===== config.mk =====
export PLATFORM = sky130hd
export DESIGN_NAME = game_io_regs
export DESIGN_NICKNAME = d
export VERILOG_FILES = /design/src/rtl/game_io_regs_pkg.sv /design/src/rtl/button_debouncer.sv /design/src/rtl/game_io_regs.sv
export SDC_FILE = /design/constraint.sdc
export NUM_CORES = 1
export LEC_CHECK = 0
export CORE_UTILIZATION = 60
export CTS_BUF_LIST = sky130_fd_sc_hd__clkbuf_16
export CTS_CLUSTER_SIZE = 10
export DETAILED_ROUTE_END_ITERATION = 6
export PLACE_DENSITY = 0.92
export REMOVE_ABC_BUFFERS = 1
export SYNTH_ARGS = -nofsm -noshare
export SYNTH_HDL_FRONTEND = slang
export SYNTH_SLANG_ARGS = --single-unit

===== constraint.sdc =====
create_clock -name clk -period 3.7 [get_ports clk]
set_input_delay 0.37 -clock clk [delete_from_list [all_inputs] [get_ports clk]]
set_output_delay 0.37 -clock clk [all_outputs]
set_load 0.01 [all_outputs]

===== src/rtl/game_io_regs_pkg.sv =====
// Shared definitions for the game I/O register bank: register offsets,
// IRQ source bit positions, STATUS bit positions and the decoded bus request.
package game_io_regs_pkg;

  localparam int REG_W = 16;

  typedef enum logic [2:0] {
    REG_BUTTONS     = 3'd0,
    REG_STATUS      = 3'd1,
    REG_COLLISION   = 3'd2,
    REG_PRESS       = 3'd3,
    REG_FRAME_COUNT = 3'd4,
    REG_IRQ_MASK    = 3'd5,
    REG_RSVD6       = 3'd6,
    REG_RSVD7       = 3'd7
  } reg_off_e;

  // IRQ source positions inside IRQ_MASK and the pending vector
  localparam int IRQ_W         = 3;
  localparam int IRQ_FRAME     = 0;
  localparam int IRQ_COLLISION = 1;
  localparam int IRQ_PRESS     = 2;

  // STATUS register bit positions
  localparam int STAT_VBLANK      = 0;
  localparam int STAT_FRAME_START = 1;

  // Decoded bus access, already qualified by block select
  typedef struct packed {
    logic     rd;
    logic     wr;
    reg_off_e off;
  } bus_req_t;

  // Block-select value compared against register_index[11:3]
  function automatic logic [8:0] block_sel(input int base);
    return 9'(base >> 3);
  endfunction

endpackage


===== src/rtl/button_debouncer.sv =====
// One button lane: 2-flop synchroniser followed by a saturating debounce
// counter. The level flips after the synchronised pin disagrees with it for
// 2^DEBOUNCE_BITS consecutive cycles; rise flags the edge where it goes high.
module button_debouncer #(
  parameter int DEBOUNCE_BITS = 16
) (
  input  logic clk,
  input  logic reset,
  input  logic pin,
  output logic level,
  output logic rise
);

  localparam logic [DEBOUNCE_BITS-1:0] CNT_MAX = '1;

  logic [1:0]               sync_pipe;
  logic [DEBOUNCE_BITS-1:0] cnt;
  logic                     differ;

  assign differ = sync_pipe[1] ^ level;
  // Combinational so the sticky PRESS bit sets on the same edge as the level
  assign rise   = differ && sync_pipe[1] && (cnt == CNT_MAX);

  // Synchroniser shift and debounce counter; any agreeing cycle restarts the count
  always_ff @(posedge clk) begin
    if (reset) begin
      sync_pipe <= '0;
      cnt       <= '0;
      level     <= 1'b0;
    end else begin
      sync_pipe <= {sync_pipe[0], pin};
      if (!differ) begin
        cnt <= '0;
      end else if (cnt == CNT_MAX) begin
        level <= sync_pipe[1];
        cnt   <= '0;
      end else begin
        cnt <= cnt + 1'b1;
      end
    end
  end

endmodule


===== src/rtl/game_io_regs.sv =====
// Memory-mapped game I/O register bank: debounced buttons with sticky press
// events, vblank status with frame-start flag and frame counter, sticky
// collision flags and a masked interrupt. Reads have one-cycle latency.
module game_io_regs
  import game_io_regs_pkg::*;
#(
  parameter int NUM_BUTTONS   = 4,
  parameter int NUM_COLLISION = 6,
  parameter int DEBOUNCE_BITS = 16,
  parameter int BASE_INDEX    = 0
) (
  input  logic                     clk,
  input  logic                     reset,
  input  logic [11:0]              register_index,
  input  logic                     register_read,
  input  logic                     register_write,
  input  logic [REG_W-1:0]         register_write_value,
  output logic [REG_W-1:0]         register_read_value,
  input  logic [NUM_BUTTONS-1:0]   buttons,
  input  logic                     in_vblank,
  input  logic [NUM_COLLISION-1:0] collision,
  output logic                     irq
);

  localparam logic [8:0] BASE_SEL = block_sel(BASE_INDEX);

  logic [NUM_BUTTONS-1:0]   btn_lvl, btn_rise;
  logic                     vb_q, vb_rise;
  logic                     frame_start;
  logic [NUM_COLLISION-1:0] coll_st;
  logic [NUM_BUTTONS-1:0]   press_st;
  logic [REG_W-1:0]         frame_cnt;
  logic [IRQ_W-1:0]         irq_mask, pending;
  logic [REG_W-1:0]         rd_data;
  bus_req_t                 req;

  // Per-button synchroniser + debouncer lanes
  for (genvar i = 0; i < NUM_BUTTONS; i++) begin : g_btn
    button_debouncer #(.DEBOUNCE_BITS(DEBOUNCE_BITS)) u_db (
      .clk   (clk),
      .reset (reset),
      .pin   (buttons[i]),
      .level (btn_lvl[i]),
      .rise  (btn_rise[i])
    );
  end

  // Address decode: only accesses inside this block's 8-register window count
  always_comb begin
    req     = '0;
    req.off = reg_off_e'(register_index[2:0]);
    if (register_index[11:3] == BASE_SEL) begin
      req.rd = register_read;
      req.wr = register_write;
    end
  end

  // Vblank edge detect; the rise is registered so frame events land 2 cycles after the pin
  always_ff @(posedge clk) begin
    if (reset) begin
      vb_q    <= 1'b0;
      vb_rise <= 1'b0;
    end else begin
      vb_q    <= in_vblank;
      vb_rise <= in_vblank & ~vb_q;
    end
  end

  // Read mux; sticky registers include this cycle's event so nothing is lost on clear
  always_comb begin
    rd_data = '0;
    case (req.off)
      REG_BUTTONS:     rd_data[NUM_BUTTONS-1:0] = btn_lvl;
      REG_STATUS: begin
        rd_data[STAT_VBLANK]      = in_vblank;
        rd_data[STAT_FRAME_START] = frame_start | vb_rise;
      end
      REG_COLLISION:   rd_data[NUM_COLLISION-1:0] = coll_st | collision;
      REG_PRESS:       rd_data[NUM_BUTTONS-1:0] = press_st | btn_rise;
      REG_FRAME_COUNT: rd_data = frame_cnt;
      REG_IRQ_MASK:    rd_data[IRQ_W-1:0] = irq_mask;
      default:         rd_data = '0;
    endcase
  end

  // Read data register: unselected reads leave the previous value in place
  always_ff @(posedge clk) begin
    if (reset)       register_read_value <= '0;
    else if (req.rd) register_read_value <= rd_data;
  end

  // Sticky event flags: clear-on-read keeps only the event arriving that same cycle
  always_ff @(posedge clk) begin
    if (reset) begin
      frame_start <= 1'b0;
      coll_st     <= '0;
      press_st    <= '0;
    end else begin
      frame_start <= (req.rd && req.off == REG_STATUS)    ? vb_rise   : (frame_start | vb_rise);
      coll_st     <= (req.rd && req.off == REG_COLLISION) ? collision : (coll_st | collision);
      press_st    <= (req.rd && req.off == REG_PRESS)     ? btn_rise  : (press_st | btn_rise);
    end
  end

  // Frame counter and IRQ mask; a counter write overrides a coincident vblank edge
  always_ff @(posedge clk) begin
    if (reset) begin
      frame_cnt <= '0;
      irq_mask  <= '0;
    end else begin
      if (req.wr && req.off == REG_FRAME_COUNT) frame_cnt <= register_write_value;
      else if (vb_rise)                         frame_cnt <= frame_cnt + 1'b1;
      if (req.wr && req.off == REG_IRQ_MASK)    irq_mask  <= register_write_value[IRQ_W-1:0];
    end
  end

  always_comb begin
    pending                = '0;
    pending[IRQ_FRAME]     = frame_start;
    pending[IRQ_COLLISION] = |coll_st;
    pending[IRQ_PRESS]     = |press_st;
  end

  // Interrupt follows the sticky state one cycle later
  always_ff @(posedge clk) begin
    if (reset) irq <= 1'b0;
    else       irq <= |(pending & irq_mask);
  end

endmodule


==> impl_metrics.toml <==
[clocking]
tritoncts = "built"
path_clk_slew_ns = 0.06
cts.sinks = 125
clockBufferDepth = 2
cts-buffers-inserted = 17
cts_max_level = 4
cts_resized = 0
post-cts-setup-buffer-count = 0
cts-root-buf = "clkbuf_16"
clock_latency_ns = 0.42
holdBufCountCts = 0

[synthesis]
synth_top_cell_by_area = "dfxtp_1"
syn_area_mm2 = 0.00546
synth_ff_type = "dfxtp_1"
syn_area_per_cell_um2 = 8.62
synth_seq_cells = 125
synth-async-reset-ratio_pct = 0
ys_seq_area_share_pct = 45.9
synth_top_cell_area_share_pct = 45.9
synth.area.top_cells = "dfxtp_1 46%, nor2_1 8.7%, xnor2_1 5.8%, xor2_1 5.5%, nand3_1 3.6%"
synth-warning-count = 0
synthCells = 633
ys_types = 53
synth_enable_flop_cells = 0

[floorplan]
io_pins = 60
rows = 34
dieWidth_um = 97.4
dieArea_mm2 = 0.00948
initial_core_util_pct = 62.3
die_h_um = 97.4
core_area_mm2 = 0.00876

[sta]
max_slew_margin_pct = 47.0
timing.hold.ws_ns = 0.398
final_max_slew_viol_count = 0
fin_crit_sh_pct = 61.6
worst_slack_ns = 1.42
period_needed_ns = 2.28
setup_tns_ns = 0
fin_skew_ns = 0.0121
worst_pin_slew_ns = 0.795
rsz0062_at_grt = "no"
max_clock_freq_mhz = 439
setup_viol = 0
finalHoldViolCount = 0

[power_and_ir_drop]
irDropWorstVdd_v = 0.000379
pwr_density_cell_mw_per_mm2 = 477
p_leak_nw = 2.25
total_power_mw = 3.19

[layout]
final_area_mm2 = 0.00669
final_nets = 740
fin_util_pct = 76.4
area_delta_synth_final_pct = 22.7
n_fill_cell = 571
n_antenna_cell = 0
drive_gt1_share_pct = 6.56
layoutNonFillerInstCount = 809

[critical_path]
cp.arrival_ns = 2.56
cp-start-kind = "input pin"
startpoint = "register_index[0]"
end_kind = "register"
cp.required_ns = 3.98
reg2reg_from = "g_btn[2].u_db.cnt[0]"
crit_fanout = 32
path_class = "input pin to register"

[global_route]
grt_pass1_vias = 4805
grt_max_degree = 44
grt_remaining_overflow = 0
antenna_found_initial = 0
grt_pass1_wl_mm = 21.9
grt_usage_pct = 28.7

[hold_path]
worstHoldStart = "vb_q"
hp-class = "register to register"

[drt]
ant_nets = 0
routed_wl_mm = 13.3
routedWlPerCell_um = 16.4
viasPerCell = 5.85
drt_first_iter_violations = 280
first_pass_iters = 5
vias = 4735
drc = 0

[placement]
placed_cell_area_mm2 = 0.00609
hpwlAfterDp_mm = 8.62
io_buffers = 59
placed_cells = 777
dp_slack_ns = 1.10
place.gp.congestion = 0.828

[run_status]
outcome = "complete, no violations"

[job]
drv_cap = 0
-- layer usage --
metal,share of wire [%],wire length [um],track usage (%),up-vias
li1,-,-,-,2287
met1,40,5300,31.4,2214
met2,51,6820,53.0,200
met3,6.9,920,7.19,34
met4,1.9,257,11.0,0
met5,0,0,0,-
-- cells in the mapped netlist, types with 2 or more instances --
cell type,instances
a211oi_1,18
nand4_1,22
nor2_1,126
nor2b_1,12
a22oi_1,3
clkbuf_1,17
a21oi_1,24
or2_2,3
ha_1,9
inv_1,15
or3_1,4
buf_2,6
o21ai_0,7
buf_1,2
nor4_1,6
and4_1,7
and2_1,4
mux2i_1,10
nand3_1,39
a31oi_1,3
o31ai_1,2
nand2b_1,2
nor3_1,19
xor2_1,34
or4_1,2
nand2_1,47
o2bb2ai_1,2
xnor2_1,36
dfxtp_1,125
and3_1,4
-- cells by family (layout without fill, tap and decap cells) --
logic type	Yosys count	after routing	share of synthesized area (%)
adder cells (fa/ha/maj)	9	9	2.06
multiplexers	11	11	2.25
AND/OR/NAND/NOR	307	307	27.1
XOR/XNOR	70	70	11.2
buffers and inverters	42	110	3.23
flip-flops	125	125	45.9
AO/OA/AOI/OAI	69	69	8.21
-- where the power goes --
group	switching (mW)	total, mW	internal (mW)
Clock	0.592	1.70	1.11
Sequential	0.0108	1.37	1.36
Combinational	0.0563	0.118	0.0615
Total	0.660	3.19	2.53
-- cell usage in the layout, fill, tap and decap left out, types with 6 or more instances in the layout --
cell type,n
nor2_1,126
a21oi_1,24
nand2_1,47
nor4_1,6
nand3_1,39
nor2b_1,12
dfxtp_1,125
o21ai_0,7
clkbuf_16,17
nor3_1,19
nand4_1,22
xor2_1,34
a211oi_1,18
and4_1,7
clkdlybuf4s50_1,58
xnor2_1,36
mux2i_1,10
inv_1,17
ha_1,9
-- critical path: stages --
cell and delay (ns):
clkdlybuf4s50_1 0.79, nor2_1 0.70, nand3_1 0.18, buf_4 0.27, nor2_1 0.17, a211oi_1 0.07
-- path summary, 6_finish.rpt --
path                           end  slack, ns  cells past startpoint
max                  frame_cnt[15]       1.42                      6
min                        vb_rise       0.40                      1
max reg2reg  g_btn[2].u_db.cnt[11]       1.54                      6
min reg2reg                vb_rise       0.40                      1
-- flip-flops by register name, summed over array words and instances, names as in the netlist --
name                  flops
g_btn.u_db.cnt           64
irq_mask                  3
frame_cnt                16
frame_start               1
vb_q                      1
g_btn.u_db.sync_pipe      8
press_st                  4
irq                       1
vb_rise                   1
register_read_value      16
coll_st                   6
g_btn.u_db.level          4
-- layout make-up --
class | instances | area (um2) | area share, %
clock buffers | 17 | 425 | 6.36
clock inverters | 15 | 180 | 2.69
inverters | 15 | 56.3 | 0.841
multi-input cells | 466 | 2780 | 41.5
flip-flops and latches | 125 | 2500 | 37.4
well taps | 108 | 135 | 2.02
repair buffers | 63 | 616 | 9.20
Power figures use the tool's default switching activity.
